$ cat src/rtl/muladd_requant.sv
// muladd_requant: picks end-of-period accumulations, rounds/shifts and saturates them to OUT_W bits
module muladd_requant #(
  parameter int DATA_W  = 32,
  parameter int OUT_W   = 16,
  parameter int DELAY_W = 7
) (
  input  logic               clk,
  input  logic               rst,
  input  logic               run,
  input  logic               running,
  output logic               done,
  input  logic [DATA_W-1:0]  in0,
  output logic [DATA_W-1:0]  out0,
  output logic [DATA_W-1:0]  out1,
  input  logic [9:0]         iter,
  input  logic [9:0]         period,
  input  logic [5:0]         shift,
  input  logic               sat_en,
  input  logic [DELAY_W-1:0] delay0
);
  localparam logic signed [DATA_W:0] HI = (DATA_W+1)'((64'sd1 <<< (OUT_W-1)) - 64'sd1);
  localparam logic signed [DATA_W:0] LO = -HI - 1;
  logic act, v1, v2, take, cap, over, under, unused_running;
  logic [DELAY_W-1:0] delay;
  logic [9:0] cnt, it, per_m1;
  logic [DATA_W-1:0] x1;
  logic signed [DATA_W:0] rnd, rs, r2;
  logic [OUT_W-1:0] rq;
  assign unused_running = running;
  // act blocks sampling after reset until the first run
  always_comb begin
    per_m1 = period == '0 ? '0 : period - 10'd1;
    take = act && !run && delay == '0 && !done && iter != '0;
    cap = take && cnt == per_m1;
    rnd = shift == '0 ? '0 : (DATA_W+1)'(1) << (shift - 6'd1);
    rs = ($signed({x1[DATA_W-1], x1}) + rnd) >>> shift;
    over = r2 > HI;
    under = r2 < LO;
    rq = sat_en && over ? HI[OUT_W-1:0] : sat_en && under ? LO[OUT_W-1:0] : r2[OUT_W-1:0];
  end
  always_ff @(posedge clk) begin
    if (!rst) begin
      act <= 1'b0;
      done <= 1'b0;
      v1 <= 1'b0;
      v2 <= 1'b0;
      delay <= '0;
      cnt <= '0;
      it <= '0;
      x1 <= '0;
      r2 <= '0;
      out0 <= '0;
      out1 <= '0;
    end else if (run) begin
      act <= 1'b1;
      delay <= delay0;
      cnt <= '0;
      it <= '0;
      out1 <= '0;
      done <= 1'b0;
      v1 <= 1'b0;
      v2 <= 1'b0;
    end else begin
      v1 <= cap;
      v2 <= v1;
      r2 <= rs;
      if (cap) x1 <= in0;
      if (act && delay != '0) delay <= delay - DELAY_W'(1);
      if (act && !done && iter == '0) done <= 1'b1;
      if (take) cnt <= cap ? '0 : cnt + 10'd1;
      if (cap) begin
        it <= it + 10'd1;
        if ({1'b0, it} + 11'd1 >= {1'b0, iter}) done <= 1'b1;
      end
      if (v2) begin
        out0 <= DATA_W'($signed(rq));
        if (sat_en && (over || under) && !(&out1)) out1 <= out1 + DATA_W'(1);
      end
    end
  end
endmodule
$ cat config.mk
export PLATFORM = sky130hd
export DESIGN_NAME = muladd_requant
export DESIGN_NICKNAME = d
export VERILOG_FILES = /design/src/rtl/muladd_requant.sv
export SDC_FILE = /design/constraint.sdc
export NUM_CORES = 1
export LEC_CHECK = 0
export BUFFER_PORTS_ARGS = -buffer_cell sky130_fd_sc_hd__buf_2
export CORE_UTILIZATION = 40
export DETAILED_ROUTE_END_ITERATION = 8
export GPL_TIMING_DRIVEN = 0
export PLACE_DENSITY_LB_ADDON = 0.25
export SLEW_MARGIN = 5
export SYNTH_ARGS = -nofsm -noshare
export SYNTH_HDL_FRONTEND = slang
export SYNTH_SLANG_ARGS = --single-unit
$ cat constraint.sdc
create_clock -name clk -period 8.55 [get_ports clk]
set_clock_uncertainty 0.15 [all_clocks]
set_input_delay 1.2825 -clock clk [delete_from_list [all_inputs] [get_ports clk]]
set_output_delay 1.2825 -clock clk [all_outputs]
set_load 0.02 [all_outputs]
==> impl_metrics.env <==
export IMPL_arrival_ps=7890
export IMPL_cts_resized=0
export IMPL_yosysWarningCount=0
export IMPL_viasPerCell=5.88
export IMPL_drtPass1Iterations=5
export IMPL_design_area_mm2=0.0131
export IMPL_pre_cts_ws_ps=740
export IMPL_cp_max_fo=10
export IMPL_hpwl_um=31200
export IMPL_worstSetupStartpointType="primary input"
export IMPL_die_area_mm2=0.0291
export IMPL_synthFlopType="dfxtp_1"
export IMPL_drc=0
export IMPL_setup_viol=0
export IMPL_finalCritPeriodShare_pct=90.3
export IMPL_wl_per_cell_um=19.2
export IMPL_cts_setup_buffers=0
export IMPL_track_usage_pct=27.9
export IMPL_die_h_um=171
export IMPL_fin_ws_ps=829
export IMPL_hold_viol_final=0
export IMPL_synth_top_cell_by_area="dfxtp_1"
export IMPL_grt_ovfl_total=0
export IMPL_hold_path_class="flop to flop"
export IMPL_synth_enable_flop_cells=0
export IMPL_syn_instance_count=1568
export IMPL_ys_ff_latch=144
export IMPL_synth_top_area_share_pct=25.4
export IMPL_grt_max_degree=19
export IMPL_synth_area_leaders="dfxtp_1, a21oi_1, nand2_1, nor2_1, ha_1"
export IMPL_start_util_pct=40.8
export IMPL_critPathRequiredTime_ps=8720
export IMPL_postPlaceCellArea_mm2=0.0125
export IMPL_seq_area_frac_synth_pct=25.4
export IMPL_fin_crit_ps=7720
export IMPL_grt_pass1_wl_um=62600
export IMPL_max_slew_margin_pct=19.4
export IMPL_stdcell_count=2109
export IMPL_fin_tns_setup_ps=0
export IMPL_die_w_um=171
export IMPL_routed_wl_um=40600
export IMPL_vias=12400
export IMPL_port_buffers=131
export IMPL_whs_ps=308
export IMPL_cts_tree="done"
export IMPL_clock_latency_ps=440
export IMPL_fin_util_pct=46.9
export IMPL_drv_cap=0
export IMPL_grt_pass1_vias=11300
export IMPL_fin_nets=1838
export IMPL_diodes=0
export IMPL_antenna_left=0
export IMPL_syn_nets=1687
export IMPL_cts_sinks=144
export IMPL_rsz0062_at_grt="false"
export IMPL_first_iter_violations=1298
export IMPL_slew_viol_final=0
export IMPL_cts_root_buffer="clkbuf_16"
export IMPL_antenna_found_initial=0
export IMPL_htree_levels=4
export IMPL_area_growth_pct=15.1
export IMPL_io_pins=135
export IMPL_drive_above_1_share_pct=13.1
export IMPL_worstSetupPathType="primary input to flop"
export IMPL_rows=61
export IMPL_numCtsBuffers=17
export IMPL_max_vdd_ir_drop_uv=124
export IMPL_ys_types=82
export IMPL_power_total_mw=1.68
export IMPL_crit_path_end_kind="flop"
export IMPL_max_clock_freq_ghz=0.130
export IMPL_cts_hold_buf=0
export IMPL_async_reset_ff_share_pct=0
export IMPL_dp_cells=2078
export IMPL_fp_coreArea_mm2=0.0279
export IMPL_synth_area_mm2=0.0114
export IMPL_power_leakage_nw=5.11
export IMPL_p_per_area_mw_per_mm2=128
export IMPL_status="finished, final reports clean"
export IMPL_clk_pin_slew_ps=70
export IMPL_cts_buffer_depth=2
export IMPL_gp_congestion=0.984
export IMPL_tightest_slew_ps=1180
export IMPL_synth_area_per_cell_um2=7.24
[registers in the layout, indices dropped and copies added, names as in the netlist]
name   count
act        1
out1      32
v1         1
cnt       10
r2        33
v2         1
it        10
delay      7
x1        32
out0      16
done       1
[Yosys cell counts, drive strengths merged (26+ instances only)]
master / instances
xnor2: 46
buf: 27
nor2: 175
mux2i: 29
ha: 48
a211oi: 26
nand3: 64
nand2: 200
clkbuf: 85
a21oi: 152
xor2: 27
dfxtp: 144
inv: 32
o21ai: 117
nor3: 37
nand4: 29
[power by group]
group	total (mW)	leakage (nW)	switching, mW	internal [mW]
Sequential	0.691	1.17	0.00929	0.682
Clock	0.770	0.274	0.359	0.411
Combinational	0.214	3.67	0.143	0.0710
[worst paths after layout]
check / startpoint / end / slack [ps] / cells past startpoint
setup / recovery: shift[0] / r2[2] / 830 / 19
hold / removal: x1[24] / x1[24] / 310 / 2
setup reg to reg: x1[15] / r2[2] / 3710 / 12
hold reg to reg: x1[24] / x1[24] / 310 / 2
[cell usage in the layout (no fill, tap or decap), types with 10 or more instances in the layout]
| cell | count |
|---|---|
| o22ai_1 | 10 |
| o31ai_1 | 10 |
| o21a_1 | 14 |
| a21o_1 | 17 |
| nor3_1 | 37 |
| clkbuf_16 | 17 |
| a31oi_1 | 16 |
| or4_1 | 12 |
| nand2b_1 | 17 |
| and2_1 | 12 |
| or2_2 | 12 |
| clkbuf_1 | 85 |
| mux2i_1 | 29 |
| inv_1 | 29 |
| or3_1 | 22 |
| and3_1 | 17 |
| o21ai_0 | 113 |
| nand3_1 | 64 |
| buf_2 | 136 |
| buf_4 | 16 |
| dfxtp_1 | 144 |
| nor2_1 | 175 |
| a211oi_1 | 26 |
| o211ai_1 | 12 |
| nand2_1 | 200 |
| nor4_1 | 13 |
| a21oi_1 | 152 |
| nand4_1 | 29 |
| xnor2_1 | 46 |
| ha_1 | 48 |
| xor2_1 | 27 |
[kinds of logic after synthesis]
| family | share of synthesized area, % |
|---|---|
| adders and majority gates | 5.46 |
| DFF | 25.4 |
| and+or+nand+nor | 27.3 |
| AOI/OAI and AO/OA | 25.8 |
| muxes | 4.74 |
| buffers and inverters | 5.37 |
| xor gates and xnor gates | 6.04 |
[worst max-delay path, stage by stage]
cell and delay (ps):
buf_2 150, clkbuf_1 490, clkbuf_1 570, buf_1 530, nor2_1 200, nand2_1 230, nor2_1 150, ha_1 290
clkbuf_1 230, a21oi_1 390, o21ai_0 280, a22oi_1 350, nand2_1 180, o21ai_0 550, xnor2_1 280, a2111oi_0 890
o22ai_1 250, and2_1 240, o32ai_1 320
[cell type report]
cell class	instances	area, µm²
Fill cell	2919	14800
Multi-Input combinational cell	1279	7870
Sequential cell	144	2880
Timing Repair Buffer	132	661
Buffer	112	485
Tap cell	378	473
Clock buffer	17	425
Clock inverter	14	153
Inverter	33	124
[routing by layer]
metal	track usage, %	vias up	wire, µm
met5	0	-	0
met2	42.8	527	17400
met3	4.51	76	3000
met1	39.0	5781	19000
li1	-	6021	-
met4	10.5	0	1170
Note: power is estimated with default switching activity, not from simulation.
